[config.mk]
export PLATFORM = sky130hd
export DESIGN_NAME = sram
export DESIGN_NICKNAME = d
export VERILOG_FILES = /design/src/rtl/sram.sv
export SDC_FILE = /design/constraint.sdc
export NUM_CORES = 2
export LEC_CHECK = 0
export CORE_MARGIN = 4
export CORE_UTILIZATION = 40
export DETAILED_ROUTE_END_ITERATION = 7
export PLACE_DENSITY = 0.64
export SKIP_LAST_GASP = 1
export SLEW_MARGIN = 20
export SYNTH_ARGS = -nofsm -noshare
export SYNTH_HDL_FRONTEND = slang
export SYNTH_SLANG_ARGS = --single-unit
[constraint.sdc]
create_clock -name clk -period 7.04 [get_ports clk]
set_input_delay 1.76 -clock clk [delete_from_list [all_inputs] [get_ports clk]]
set_output_delay 1.76 -clock clk [all_outputs]
set_load 0.01 [all_outputs]
[src/rtl/sram.sv]
// rtl/sram.sv - single-port 256x8 synchronous RAM with power-on clear sequencer
//
// Purpose:
//   Scratch storage on the system bus. After reset an init sequencer writes
//   zero to every word, one word per clock, before any access is accepted.
//   Reads are registered (one-cycle latency).
//
// Ports:
//   clk    in   1    system clock, rising edge
//   rst    in   1    synchronous active-high reset
//   cs     in   1    chip select, ignored while ready=0
//   wr     in   1    write strobe, qualified by cs
//   rd     in   1    read strobe, qualified by cs
//   addr   in   AW   word address
//   din    in   DW   write data
//   dout   out  DW   registered read data
//   ready  out  1    high once the clear sequence has finished
//
// Configuration macro:
//   SRAM_BYPASS_EN - when defined, a simultaneous read and write returns the
//                    new data (write-through); otherwise the old contents.

module sram #(
   parameter int DW = 8,
   parameter int AW = 8
) (
   input  logic          clk,
   input  logic          rst,
   input  logic          cs,
   input  logic          wr,
   input  logic          rd,
   input  logic [AW-1:0] addr,
   input  logic [DW-1:0] din,
   output logic [DW-1:0] dout,
   output logic          ready
);

   localparam int DEPTH = 2**AW;

   typedef enum logic {INIT, RUN} state_t;

   state_t        state;
   logic [AW-1:0] cnt;
   logic [DW-1:0] mem [DEPTH];

   logic          mem_we;
   logic [AW-1:0] mem_addr;
   logic [DW-1:0] mem_wdata;

   // One write port shared by the clear sequencer and bus writes.
   always_comb begin
      mem_we    = 1'b0;
      mem_addr  = addr;
      mem_wdata = din;
      if (!rst) begin
         if (state == INIT) begin
            mem_we    = 1'b1;
            mem_addr  = cnt;
            mem_wdata = '0;
         end else if (cs && wr) begin
            mem_we = 1'b1;
         end
      end
   end

   always_ff @(posedge clk) begin
      if (mem_we)
         mem[mem_addr] <= mem_wdata;
   end

   always_ff @(posedge clk) begin
      if (rst) begin
         dout  <= '0;
         ready <= 1'b0;
         state <= INIT;
         cnt   <= '0;
      end else begin
         case (state)
            INIT: begin
               cnt <= cnt + AW'(1);
               // The edge that clears the last word also opens the bus.
               if (cnt == '1) begin
                  ready <= 1'b1;
                  state <= RUN;
               end
            end
            RUN: begin
               if (cs && rd) begin
`ifdef SRAM_BYPASS_EN
                  dout <= wr ? din : mem[addr];
`else
                  // Non-blocking write means mem[addr] still holds old data here.
                  dout <= mem[addr];
`endif
               end
            end
            default: state <= INIT;
         endcase
      end
   end

endmodule

======== After elaboration in Yosys (flattened, before gate mapping) ========
Memory sizes are Yosys's and may differ from the RTL's. A register that Yosys moved wholly into a read port is not among the register bits.
Cells that the tools add are included.
word-level totals
  register bits after elaboration ......... 10
  RAM bits ................................ 2048
  memories kept ........................... 1
memory list
  memory  depth  width  rd ports  clocked after Yosys merged registers in  write ports  line  text
  mem     256    8      1         1                                        1            44    logic [DW-1:0] mem [DEPTH];
operators by class
  $add $sub $neg .......................... 1
  eq/ne operators ......................... 1
  multiplexer cells ....................... 11
  bitwise logic cells ..................... 1
  reductions and logical operators ........ 4
operators by type and width
  operator             number
  $mux 8               4
  $add 8x1->8 const B  1
  $eq 8x8->1 const B   1
  $mux 1               7
  $reduce_and 2->1     2
  $logic_and 1x1->1    2
  $not 1->1            1

======== Longest topological paths before layout ========
  depth in word-level cells ............... 6
  depth in mapped cells ................... 13

======== Least setup slack after synthesis ========
Ideal clock, no wire load.
  path kind ............................... input to register
  from .................................... input rst
  to ...................................... memory mem[0][0], data pin
  library setup time ...................... 0.869 ns
  data arrival time ....................... 5.657 ns
  data required time ...................... 6.171 ns
  slack ................................... 0.514 ns
  cell stages on the path ................. 4
  path buffers ............................ 2
  path through ............................ clkbuf_1 -> or2_2 -> clkbuf_1 -> and2_1
between the ends
  word-level cells in the longest chain between the ends .. 1
RTL lines
  what                line  text
  start: declaration  28    input logic rst,
  $mux 8              55    if (!rst) begin
  via mem_wdata[0]    48    logic [DW-1:0] mem_wdata;
  end: declaration    44
The timed path passes the listed nets, and every way through them passes these cells.

======== Worst setup path in the final report ========
  from .................................... input rst
  to ...................................... memory mem[66][7], enable pin
between the ends
  word-level cells in the longest chain between the ends .. 3
  elaborated cells between the ends (all ways) .. 4
RTL lines
  what                          line  text
  $mux 1                        55
  $mux 1                        67    if (mem_we)
  $mux 1 (implied by the code)  68    mem[mem_addr] <= mem_wdata;
Several ways; a longest one is shown, not always the timed one.

==> flow_metrics.tcl <==
set metrics [dict create \
    io_pins 30 \
    die-area_sq_um 209600 \
    finalCriticalPeriod_ns 5.388 \
    ys_seq_elements 2066 \
    detail_route.wl_per_cell_microns 32.07 \
    crit_arrival_ns 5.84 \
    status "finished clean" \
    synth-simple-area-share_pct 3.050 \
    portBuffers 29 \
    finalSetupViolations 0 \
    grt_pass1_wl_microns 318800 \
    crit_type "in2reg" \
    synth-edff-count 2048 \
    rows 164 \
    antenna_found_initial 7 \
    final_cell_mix "edfxtp_1, mux4_2, mux2i_1" \
    cts_buffers 205 \
    syn_inst 4018 \
    detail_route.vias_per_cell 6.006 \
    setup_tns_ns 0 \
    tightest_slew_ns 1.219 \
    dp_cells 6663 \
    syn_nets 4040 \
    post_cts_resized 0 \
    min_path_type "reg2reg" \
    track_usage_pct 21.28 \
    yosys_warnings 0 \
    synth_top_family_by_area "multiplexers" \
    hold_viol 0 \
    skew_ns 0.02913 \
    max-vdd-ir-drop_mv 0.2605 \
    fmax_mhz 185.6 \
    final_max_slew_viol_count 0 \
    drive_gt1_share_pct 19.96 \
    grt_pass1_vias 41110 \
    hpwlAfterDp_microns 143100 \
    hold_buffers 0 \
    die_width_microns 457.8 \
    cap_violations 0 \
    dieHeight_microns 457.8 \
    worstPathMaxFanout 24 \
    fin_crit_sh_pct 76.53 \
    slew_headroom_pct 18.42 \
    wirelength_microns 226000 \
    cts.path.max_buffers 3 \
    post-cts-setup-buffers 0 \
    cts_tree "done" \
    grt_max_degree 149 \
    cts_htree_levels 4 \
    endpoint_kind "flop" \
    start_util_pct 40.37 \
    drtIter0Drc 6087 \
    synth_area_sq_um 80930 \
    cp-start-kind "input port" \
    drc 0 \
    syn2layout_area_growth_pct 12.92 \
    clockRootBuffer "clkbuf_16" \
    first_pass_iters 6 \
    clock-sinks 2066 \
    synth_cell_types 73 \
    grt_overflow 0 \
    synth-xor-area-share_pct 0.05411 \
    ys_async_sr_fraction_pct 0 \
    clkLatencyLatePin_ns 0.84 \
    ys_seq_area_share_pct 76.44 \
    ys.flop_type "edfxtp_1" \
    synth_mux_area_share_pct 14.48 \
    fillers 16520 \
    path_clk_slew_ns 0.06 \
    power_leakage_nw 28.97 \
    core_sq_um 200500 \
    avgSynthCellArea_sq_um 20.14 \
    ant_nets 0 \
    required_ns 7.49 \
    synthAdderAreaFrac_pct 0.01546 \
    finalNonFillerCells 7047 \
    final_net_count 4236 \
    routed-via-count 42320 \
    powerDensity_nw_per_um2 278.0 \
    synth_compound_area_share_pct 3.935 \
    rsz0062_at_grt "false" \
    final_common_cell "edfxtp_1" \
    place_congestion 0.8900 \
]
cell families (layout without fill, tap and decap cells):
| kind of cell | Yosys count | count (layout) |
|---|---|---|
| adder cells (fa/ha/maj) | 1 | 1 |
| flip-flops | 2066 | 2066 |
| AND/OR/NAND/NOR | 569 | 569 |
| AO/OA/AOI/OAI | 446 | 446 |
| multiplexers | 684 | 684 |
| buffers and inverters | 247 | 618 |
| XOR/XNOR | 5 | 5 |
| other | 0 | 2 |
cells in the mapped netlist (6+ instances only):
cell type,instances,share of area [%]
a2111oi_0,26,0.28
nor4_1,6,0.046
a22o_1,8,0.087
buf_8,9,0.17
mux4_1,30,0.97
a211oi_1,39,0.36
mux4_2,350,9.7
a21oi_1,40,0.25
o22ai_1,102,0.79
nor3_1,12,0.074
nand2_1,119,0.55
o211ai_1,8,0.074
a22oi_1,56,0.52
edfxtp_1,2048,76
or3_1,8,0.062
buf_2,61,0.38
and2_1,17,0.13
buf_6,31,0.43
nor2_1,303,1.4
o31ai_1,11,0.10
buf_1,12,0.056
buf_12,13,0.32
mux2i_1,300,3.7
a221oi_1,12,0.13
a211o_1,7,0.076
nand4_1,8,0.062
clkbuf_1,92,0.43
a31oi_1,11,0.085
nand3_1,53,0.33
buf_4,25,0.23
o21ai_0,43,0.27
o221ai_1,46,0.50
nand3b_1,11,0.10
nor2b_1,9,0.070
dfxtp_1,18,0.45
final timing paths:
| check | from | end | slack [ns] | depth (start not counted) |
|---|---|---|---|---|
| setup / recovery | rst | mem[66][7]$_DFFE_PP_ | 1.65 | 7 |
| hold / removal | ready$_SDFFE_PP0P_ | ready$_SDFFE_PP0P_ | 0.52 | 2 |
| setup reg to reg | state$_SDFF_PP0_ | mem[66][7]$_DFFE_PP_ | 2.96 | 5 |
| hold reg to reg | ready$_SDFFE_PP0P_ | ready$_SDFFE_PP0P_ | 0.52 | 2 |
routing by layer:
metal	global-route usage, %	wire length (microns)
met4	8.545	10070
met5	0	0
met3	4.992	23900
met1	29.62	87670
met2	32.53	104400
power breakdown:
group | internal (W) | switching [W] | total [W]
clock network | 0.00595 | 0.00462 | 0.0106
logic | 0.000410 | 0.000894 | 0.00130
registers | 0.0135 | 0.00000606 | 0.0135
total | 0.0199 | 0.00552 | 0.0254
stage by stage:
step	worst slack [ns]	utilization, %	instance area (sq um)	hold WS, ns	total power (W)
after global routing	1.543	45.59	91390	0.5510	0.02610
after detailed placement	0.8727	42.36	84920	0.5037	0.01509
after global placement	0.9334	42.36	84920	0.5006	0.01508
after floorplan	0.5138	-	80930	0.4828	0.01459
after CTS	1.779	45.58	91380	0.5162	0.02550
final	1.652	45.59	91390	0.5228	0.02541
state kept, by name (all words and copies together) (netlist names):
signal / cells
mem: 2048
cnt: 8
dout: 8
ready: 1
state: 1
critical path, stage by stage:
cell and delay (ns):
clkdlybuf4s50_1 0.76, or2_2 0.69, or3_1 0.39, o31ai_1 0.25
nand3_1 0.81, buf_4 0.52, nor2_1 0.62
final cells by class:
| cell class | instances | area [sq um] | share of cell area (%) |
|---|---|---|---|
| Antenna cell | 2 | 5.005 | 0.005476 |
| Clock buffer | 264 | 5456 | 5.971 |
| Clock inverter | 118 | 1005 | 1.099 |
| Inverter | 4 | 17.52 | 0.01917 |
| Multi-Input combinational cell | 1705 | 17530 | 19.18 |
| Sequential cell | 2066 | 61860 | 67.69 |
| Tap cell | 2656 | 3323 | 3.636 |
| Timing Repair Buffer | 232 | 2198 | 2.405 |
No activity file was read; power rests on OpenSTA's default activity.
